## src/rtl/lfsr_decrypt.sv

```systemverilog
// LFSR stream decrypter: recovers start state and taps from the pad preamble at 64..127,
// writes the stripped plaintext to 0..60 and the recovered parameters to 61..63.
module lfsr_decrypt (
   input  logic       clk,
   input  logic       init,
   output logic [7:0] mem_raddr,
   input  logic [7:0] mem_rdata,
   output logic [7:0] mem_waddr,
   output logic [7:0] mem_wdata,
   output logic       mem_wen,
   output logic       done,
   output logic       fail
);

   localparam logic [7:0]  ENC_BASE   = 8'd64;
   localparam logic [7:0]  PT_BASE    = 8'd0;
   localparam logic [7:0]  PAD        = 8'h20;
   localparam int unsigned PRE_CHECK  = 7;
   localparam logic [5:0]  LAST_CHECK = 6'(PRE_CHECK - 1);
   localparam logic [5:0]  PT_LEN     = 6'd61;
   localparam logic [7:0]  PARAM_BASE = 8'd61;

   localparam logic [2:0] StLoad    = 3'd0;
   localparam logic [2:0] StSearch  = 3'd1;
   localparam logic [2:0] StDecrypt = 3'd2;
   localparam logic [2:0] StFill    = 3'd3;
   localparam logic [2:0] StParams  = 3'd4;
   localparam logic [2:0] StDone    = 3'd5;
   localparam logic [2:0] StFail    = 3'd6;

   function automatic logic [5:0] lfsr_next(input logic [5:0] s, input logic [5:0] taps);
      return {s[4:0], ^(s & taps)};
   endfunction

   function automatic logic [5:0] tap_rom(input logic [3:0] idx);
      case (idx)
         4'd0:    return 6'h21;
         4'd1:    return 6'h2D;
         4'd2:    return 6'h30;
         4'd3:    return 6'h33;
         4'd4:    return 6'h36;
         4'd5:    return 6'h39;
         4'd6:    return 6'h3C;
         4'd7:    return 6'h3E;
         default: return 6'h3F;
      endcase
   endfunction

   logic [2:0] state_q, state_d;
   logic [5:0] start_q, start_d;
   logic [5:0] taps_q, taps_d;
   logic [5:0] s_q, s_d;
   logic [3:0] t_q, t_d;
   logic [5:0] i_q, i_d;
   logic [5:0] w_q, w_d;
   logic [6:0] prelen_q, prelen_d;
   logic       strip_q, strip_d;
   logic [1:0] pidx_q, pidx_d;

   logic [5:0] cand_taps;
   logic [5:0] s_next_search;
   logic [5:0] s_next_dec;
   logic [7:0] plain;

   always_comb begin
      state_d   = state_q;
      start_d   = start_q;
      taps_d    = taps_q;
      s_d       = s_q;
      t_d       = t_q;
      i_d       = i_q;
      w_d       = w_q;
      prelen_d  = prelen_q;
      strip_d   = strip_q;
      pidx_d    = pidx_q;
      mem_raddr = ENC_BASE;
      mem_waddr = PT_BASE;
      mem_wdata = 8'h00;
      mem_wen   = 1'b0;
      done      = 1'b0;
      fail      = 1'b0;

      cand_taps     = tap_rom(t_q);
      s_next_search = lfsr_next(s_q, cand_taps);
      s_next_dec    = lfsr_next(s_q, taps_q);
      plain         = mem_rdata ^ {2'b00, s_q};

      case (state_q)
         StLoad: begin
            start_d = mem_rdata[5:0] ^ PAD[5:0];
            s_d     = mem_rdata[5:0] ^ PAD[5:0];
            t_d     = 4'd0;
            i_d     = 6'd1;
            state_d = StSearch;
         end
         StSearch: begin
            mem_raddr = ENC_BASE + {2'b00, i_q};
            if (mem_rdata == (PAD ^ {2'b00, s_next_search})) begin
               if (i_q == LAST_CHECK) begin
                  taps_d   = cand_taps;
                  s_d      = start_q;
                  i_d      = 6'd0;
                  w_d      = 6'd0;
                  prelen_d = 7'd0;
                  strip_d  = 1'b1;
                  state_d  = StDecrypt;
               end else begin
                  s_d = s_next_search;
                  i_d = i_q + 6'd1;
               end
            end else if (t_q == 4'd8) begin
               state_d = StFail;
            end else begin
               // Next candidate restarts on the following cycle, no bubble.
               t_d = t_q + 4'd1;
               i_d = 6'd1;
               s_d = start_q;
            end
         end
         StDecrypt: begin
            mem_raddr = ENC_BASE + {2'b00, i_q};
            s_d       = s_next_dec;
            i_d       = i_q + 6'd1;
            if (strip_q && plain == PAD) begin
               if (prelen_q != 7'd64) prelen_d = prelen_q + 7'd1;
            end else begin
               strip_d   = 1'b0;
               mem_wen   = 1'b1;
               mem_waddr = PT_BASE + {2'b00, w_q};
               mem_wdata = plain;
               w_d       = w_q + 6'd1;
            end
            if (i_q == 6'd63) begin
               pidx_d  = 2'd0;
               state_d = (w_d < PT_LEN) ? StFill : StParams;
            end
         end
         StFill: begin
            mem_wen   = 1'b1;
            mem_waddr = PT_BASE + {2'b00, w_q};
            mem_wdata = PAD;
            w_d       = w_q + 6'd1;
            if (w_q == PT_LEN - 6'd1) state_d = StParams;
         end
         StParams: begin
            mem_wen   = 1'b1;
            mem_waddr = PARAM_BASE + {6'b0, pidx_q};
            case (pidx_q)
               2'd0:    mem_wdata = {1'b0, prelen_q};
               2'd1:    mem_wdata = {2'b00, taps_q};
               default: mem_wdata = {2'b00, start_q};
            endcase
            pidx_d = pidx_q + 2'd1;
            if (pidx_q == 2'd2) state_d = StDone;
         end
         StDone: begin
            done = 1'b1;
         end
         StFail: begin
            done = 1'b1;
            fail = 1'b1;
         end
         default: begin
            state_d = StLoad;
         end
      endcase

      // init forces idle outputs immediately so nothing commits at the restart edge.
      if (init) begin
         mem_raddr = ENC_BASE;
         mem_waddr = PT_BASE;
         mem_wdata = 8'h00;
         mem_wen   = 1'b0;
         done      = 1'b0;
         fail      = 1'b0;
      end
   end

   always_ff @(posedge clk) begin
      if (init) begin
         state_q  <= StLoad;
         start_q  <= 6'd0;
         taps_q   <= 6'd0;
         s_q      <= 6'd0;
         t_q      <= 4'd0;
         i_q      <= 6'd0;
         w_q      <= 6'd0;
         prelen_q <= 7'd0;
         strip_q  <= 1'b0;
         pidx_q   <= 2'd0;
      end else begin
         state_q  <= state_d;
         start_q  <= start_d;
         taps_q   <= taps_d;
         s_q      <= s_d;
         t_q      <= t_d;
         i_q      <= i_d;
         w_q      <= w_d;
         prelen_q <= prelen_d;
         strip_q  <= strip_d;
         pidx_q   <= pidx_d;
      end
   end

endmodule
```

## config.mk

```make
export PLATFORM = sky130hd
export DESIGN_NAME = lfsr_decrypt
export DESIGN_NICKNAME = d
export VERILOG_FILES = /design/src/rtl/lfsr_decrypt.sv
export SDC_FILE = /design/constraint.sdc
export NUM_CORES = 1
export LEC_CHECK = 0
export CAP_MARGIN = 5
export CORE_MARGIN = 8
export CORE_UTILIZATION = 30
export DETAILED_ROUTE_END_ITERATION = 7
export GPL_TIMING_DRIVEN = 0
export PLACE_DENSITY = 0.58
export SYNTH_ARGS = -nofsm -noshare
export SYNTH_HDL_FRONTEND = slang
export SYNTH_SLANG_ARGS = --single-unit
```

## constraint.sdc

```tcl
create_clock -name clk -period 3.8 [get_ports clk]
set_clock_uncertainty 0.15 [all_clocks]
set_input_delay 0.57 -clock clk [delete_from_list [all_inputs] [get_ports clk]]
set_output_delay 0.57 -clock clk [all_outputs]
set_load 0.005 [all_outputs]
```

==> results.tsv <==
stage	metric	value	unit
floorplan	Starting Density	30.8	%
global_route	vias in the first global route	3736	
yosys	EDFF count, synth	0	
worst_setup_path	Crit. End Element	primary output	
clock_network	CTS Root Cell	clkbuf_16	
place	Final Wtd Congestion	0.900	
sta	Hold Slack	0.338	ns
floorplan	IO Count	37	
drt	Pre-Repair DR Iteration Count	5	
yosys	yosys warns	0	
clock_network	Clock Pin Slew Worst Setup and Hold Paths	0.07	ns
worst_setup_path	CP Class	in2out	
floorplan	Die Ht	127	microns
place	DP Cell Count	693	
clock_network	Clock Latency Late Sink	0.30	ns
power_and_ir_drop	worst vdd ir	0.230	mV
hold_path	HP Class	reg2reg	
drt	vias per cell	5.58	
global_route	largest net degree at the start of global routing	17	
sta	Max Clk Rate	268	MHz
clock_network	Max Buffers Root-to-Sink	2	
floorplan	Die W	127	microns
finish	fraction of layout cells with a size suffix above 1	8.75	%
clock_network	Sink Count	52	
yosys	top cells by area, synth	dfxtp_1 28%, nand2_1 5.9%, ha_1 5.7%	
yosys	asr flop ratio synth	0	%
floorplan	# rows	40	
sta	Rel. slew slack	50.9	%
drt	routed wire length	11900	microns
sta	RSZ-0062 raised after global routing	true	
power_and_ir_drop	Int Pwr	977	uW
sta	Setup TNS Final	0	ns
yosys	register area share after synthesis	28.0	%
yosys	Yosys cell types	71	
power_and_ir_drop	pwr dens	315	nW/um^2
clock_network	H-tree Lvls	2	
yosys	Synth Flop Type	dfxtp_1	
yosys	cell taking the most area after synthesis	dfxtp_1	
finish	diode count	0	
worst_setup_path	WP data required	3.08	ns
drt	post-route DRC violation count	0	
drt	DR vias	3935	
global_route	total global-route track usage	14.5	%
sta	worst slew pin tran	0.734	ns
place	Buffers on Ports	32	
worst_setup_path	CP arrival	3.00	ns
clock_network	TritonCTS clock tree	built	
finish	Area growth, synth to finish	20.4	%
sta	Final Hold Viols	0	
power_and_ir_drop	Switching Share	30.5	%
finish	fin util	37.1	%
power_and_ir_drop	Clock power frac	37.6	%
drt	1st-iter DRT viols	457	
finish	Post-Layout Cell Count	705	
sta	Final Critical Period	3.72	ns
drt	Post-DRT Antenna Nets	0	
yosys	Synth Cell Area	3710	sq um
worst_setup_path	crit-path max FO	8	
sta	final setup fails	0	
run_status	run status	finished clean	
yosys	top cell type's share of synthesized area	28.0	%
global_route	initial antenna violation count	0	
yosys	Post-Synthesis Cells	492	
floorplan	die area	16200	sq um
power_and_ir_drop	Static Leakage	0.00152	uW
floorplan	core area	12100	sq um
yosys	synthesized area per cell	7.55	sq um
worst_setup_path	Worst setup SP type	input pin	
yosys	top-count cell post-synth	nand2_1	
clock_network	Num CTS Buffers	5	
power_and_ir_drop	P_sw	429	uW
flow_run	max-cap viol count	0	
global_route	GRT overflow	0	
global_route	first-pass GRT wire length	19100	microns
yosys	number of synthesized register bits	52	
drt	Wirelength per Cell	16.9	microns
power_and_ir_drop	Sequential Power Share	41.8	%
power_and_ir_drop	Gate power share	20.6	%
finish	nets@finish	563	
sta	Final period util	98.0	%
yosys	most frequent cells after synthesis	58 x nand2_1, 52 x dfxtp_1, 43 x nor2_1	
place	dpl hpwl	8900	microns
sta	Pins Over Slew Limit	0	
worst paths after layout:
kind	from	depth (start not counted)	end	slack (ns)
min reg2reg	start_q[4]	2	start_q[4]	0.34
max	mem_rdata[6]	10	mem_waddr[0]	0.08
min	start_q[4]	2	start_q[4]	0.34
max reg2reg	s_q[3]	11	flip-flop	0.66
routing by layer:
| metal | track usage, % | vias up | part of all wire (%) |
|---|---|---|---|
| met3 | 2.29 | 22 | 6.3 |
| met5 | 0 | - | 0 |
| met2 | 24.2 | 171 | 47 |
| met1 | 18.4 | 1882 | 44 |
| met4 | 5.46 | 0 | 2.6 |
| li1 | - | 1860 | - |
sequential cells by signal, summed over array words and instances, names as in the netlist, named ones only:
signal,flops
i_q,6
pidx_q,2
prelen_q,7
s_q,6
start_q,6
state_q,3
strip_q,1
t_q,4
taps_q,6
w_q,6
area by class of cell:
class	count	area (sq um)
Fill cell	1272	7590
Multi-Input combinational cell	392	2490
Sequential cell	52	1040
Timing Repair Buffer	36	343
Tap cell	168	210
Buffer	32	146
Clock buffer	5	125
Inverter	17	66.3
Clock inverter	3	42.5
per-stage QoR:
stage | instance area [sq um] | total power [uW] | setup WS, ns
final | 4470 | 1410 | 0.0755
after global routing | 4470 | 1460 | -0.0109
after CTS | 4460 | 1410 | 0.00184
after detailed placement | 4250 | 877 | -0.489
after global placement | 4250 | 872 | -0.440
after floorplan | 3720 | 788 | 0.655
kinds of logic (layout without fill, tap and decap cells):
| logic type | after synthesis | count (layout) | share of synthesized area [%] |
|---|---|---|---|
| xor gates and xnor gates | 25 | 25 | 5.90 |
| other | 2 | 3 | 0.202 |
| and+or+nand+nor | 213 | 213 | 28.5 |
| muxes | 12 | 12 | 3.34 |
| AOI/OAI and AO/OA | 122 | 122 | 22.6 |
| adders and majority gates | 17 | 17 | 5.73 |
| DFF | 52 | 52 | 28.0 |
| buffers and inverters | 49 | 93 | 5.66 |
worst max-delay path, stage by stage:
cell	delay, ns
clkdlybuf4s50_1	0.47
or3b_4	0.41
nor4_4	0.15
and2_4	0.20
inv_4	0.06
ha_1	0.17
mux2_2	0.26
a32oi_1	0.18
nor2_1	0.07
clkdlybuf4s50_1	0.47
what timing repair did:
| item | in CTS | in global routing |
|---|---|---|
| gates cloned | 0 | 0 |
| gates resized for setup | 11 | 3 |
| hold buffers | 0 | 0 |
| setup endpoints to repair | 8 | 12 |
| pin swaps | 3 | 0 |
| buffers inserted | 3 | 0 |
layout by cell type, fill, tap and decap left out, types with 13 or more instances in the layout:
cell,instances
inv_1,16
o21ai_0,18
clkdlybuf4s50_1,28
nand2_1,58
nand3_1,24
clkbuf_1,19
a21oi_1,38
nor2_1,40
dfxtp_1,52
nand4_1,13
xor2_1,14
ha_1,17
nor3_1,20
power groups by stage:
| stage | Clock [uW] | Combinational, uW | Sequential [uW] |
|---|---|---|---|
| final | 529 | 289 | 588 |
| after global routing | 556 | 315 | 589 |
| after CTS | 539 | 283 | 587 |
| after detailed placement | 0 | 277 | 600 |
| after global placement | 0 | 273 | 599 |
| after floorplan | 0 | 195 | 593 |
(Power assumes the default switching activity.)
==> edit (config.mk and constraints unchanged) <==
Register the output `mem_wdata`, without a reset; this adds one clock of latency there. The other outputs are not delayed to match.
--- a/src/rtl/lfsr_decrypt.sv
+++ b/src/rtl/lfsr_decrypt.sv
@@ -28,6 +28,8 @@
    localparam logic [2:0] StDone    = 3'd5;
    localparam logic [2:0] StFail    = 3'd6;
 
+   logic [7:0] mem_wdata_d;
+
    function automatic logic [5:0] lfsr_next(input logic [5:0] s, input logic [5:0] taps);
       return {s[4:0], ^(s & taps)};
    endfunction
@@ -75,7 +77,7 @@
       pidx_d    = pidx_q;
       mem_raddr = ENC_BASE;
       mem_waddr = PT_BASE;
-      mem_wdata = 8'h00;
+      mem_wdata_d = 8'h00;
       mem_wen   = 1'b0;
       done      = 1'b0;
       fail      = 1'b0;
@@ -127,7 +129,7 @@
                strip_d   = 1'b0;
                mem_wen   = 1'b1;
                mem_waddr = PT_BASE + {2'b00, w_q};
-               mem_wdata = plain;
+               mem_wdata_d = plain;
                w_d       = w_q + 6'd1;
             end
             if (i_q == 6'd63) begin
@@ -138,7 +140,7 @@
          StFill: begin
             mem_wen   = 1'b1;
             mem_waddr = PT_BASE + {2'b00, w_q};
-            mem_wdata = PAD;
+            mem_wdata_d = PAD;
             w_d       = w_q + 6'd1;
             if (w_q == PT_LEN - 6'd1) state_d = StParams;
          end
@@ -146,9 +148,9 @@
             mem_wen   = 1'b1;
             mem_waddr = PARAM_BASE + {6'b0, pidx_q};
             case (pidx_q)
-               2'd0:    mem_wdata = {1'b0, prelen_q};
-               2'd1:    mem_wdata = {2'b00, taps_q};
-               default: mem_wdata = {2'b00, start_q};
+               2'd0:    mem_wdata_d = {1'b0, prelen_q};
+               2'd1:    mem_wdata_d = {2'b00, taps_q};
+               default: mem_wdata_d = {2'b00, start_q};
             endcase
             pidx_d = pidx_q + 2'd1;
             if (pidx_q == 2'd2) state_d = StDone;
@@ -169,7 +171,7 @@
       if (init) begin
          mem_raddr = ENC_BASE;
          mem_waddr = PT_BASE;
-         mem_wdata = 8'h00;
+         mem_wdata_d = 8'h00;
          mem_wen   = 1'b0;
          done      = 1'b0;
          fail      = 1'b0;
@@ -202,4 +204,8 @@
       end
    end
 
+   always_ff @(posedge clk) begin
+      mem_wdata <= mem_wdata_d;
+   end
+
 endmodule
Behaviour: not the same (a bounded check fails within 10 cycles, from zero or initial values).
==> edit against the original RTL <==
Area after synthesis is 1.3% higher; total power is 39% higher; setup slack better by 0.19 ns; routed wire length is 4.7% lower; largest power group is now the clock network; sequential cell count is 8 higher; core utilization is 1.2 points higher; combinational power is 69% higher; design area is 6.2% higher.
==> edit: results (changes against the original RTL) <==
- The sequential-to-total area share from yosys stat is 0.319 (+0.0389).
- The overall routed net length is 11,400 um (-4.7%).
- The number of fill cells in the layout is 1,315 (+3.4%).
- The xor and xnor fraction of the mapped netlist area is 0.0739 (+0.0149).
- The instance count after placement with tap cells included is 694 (+0.14%).
- The worst-case setup slack after placement was -0.997 ns (-0.508 ns).
- The final RePlAce weighted congestion is 0.912 (+1.3%).
- The cell area reported after detailed placement is 4310 um2 (+1.5%).
- The number of violations reported at the end of detailed-routing iteration 0 is 263 (-42%).
- The mean number of vias per cell is 5.18 (-7.2%).
- The post-synthesis compound-gate area fraction came to 0.223 (-0.00327).
- The adder-cell area share of the yosys netlist is 0.0566 (-0.000743).
- The cell with the largest stage delay on the worst path is or4_1.
- The cell family contributing the most delay on the critical path is simple AND/OR/NAND/NOR gates.
- The largest net degree at the start of global routing was 11 (-6).
- The net switching fraction of the power came to 0.334 (+0.0289).
- The number of H-tree levels came to 3 (+1).
- The global-route wire length before repair was 18,600 um (-2.7%).
- In the post-synthesis netlist, the biggest area contributors are dfxtp_1, a21oi_1, ha_1.
- The synthesized area per cell is 7.71 um2 (+2.1%).
- The longest individual stage delay on the worst path was 0.49 ns (+0.02 ns).
- The peak supply drop is 0.234 mV (+1.9%).
- The run finished with clean final reports.
- The multiplexer area fraction after synthesis is 0.0299 (-0.00343).
- The transition time at the pin with the least slew margin came to 0.953 ns (+0.219 ns).
- The count of unique library cells instantiated by Yosys is 62 (-13%).
[edit: cell count changes after synthesis, sizes merged, moves of 6 or more]
cell	unedited run	this run
nand2	58	51
nand4	13	5
dfxtp	52	60
inv	16	23
nand3	24	10
nor2	44	56
o41ai	6	0
a21oi	39	48
o31ai	8	2
[edit: worst paths after layout]
kind / start / to / slack (ns) / depth (start not counted)
worst max-delay path: s_q[0] / register / 0.26 / 11
worst min-delay path: taps_q[3] / taps_q[3] / 0.35 / 2
worst max register to register: s_q[0] / register / 0.26 / 11
worst min register to register: taps_q[3] / taps_q[3] / 0.35 / 2
[edit: what timing repair did]
action,4_1_cts,5_1_grt
setup buffers,3,2
setup endpoints to repair,7,7
pin swaps,3,5
gates resized for setup,22,15
[edit: layout make-up]
class                      instances  area, um2  share of cell area
sequential                        60       1200               0.253
tap                              172        215              0.0453
clock buffer                      12        246              0.0519
inverter                          24       93.8              0.0198
clock inverter                     4       25.0             0.00527
buffer                            31        150              0.0316
timing repair buffer              38        383              0.0807
multi-input combinational        374       2430               0.512
[edit: cell families (layout without fill, tap and decap cells)]
family,count (synthesis),after routing
xor gates and xnor gates,30,30
other,2,3
AOI/OAI and AO/OA,129,129
muxes,11,11
buffers and inverters,55,109
adders and majority gates,17,17
and+or+nand+nor,184,184
DFF,60,60
[edit: per-layer routing]
metal / GRT usage / up-vias / part of all wire
met5: 0 / - / 0
met4: 0.0671 / 0 / 0.028
met3: 0.0316 / 25 / 0.056
met2: 0.221 / 112 / 0.45
met1: 0.187 / 1758 / 0.46
li1: - / 1809 / -
[edit: power by group through the flow]
stage,registers [mW],logic (mW),clock network [mW]
after CTS,0.707,0.477,0.762
after floorplan,0.704,0.336,0
after global routing,0.712,0.539,0.793
after detailed placement,0.719,0.453,0
after global placement,0.717,0.448,0
final,0.708,0.488,0.756
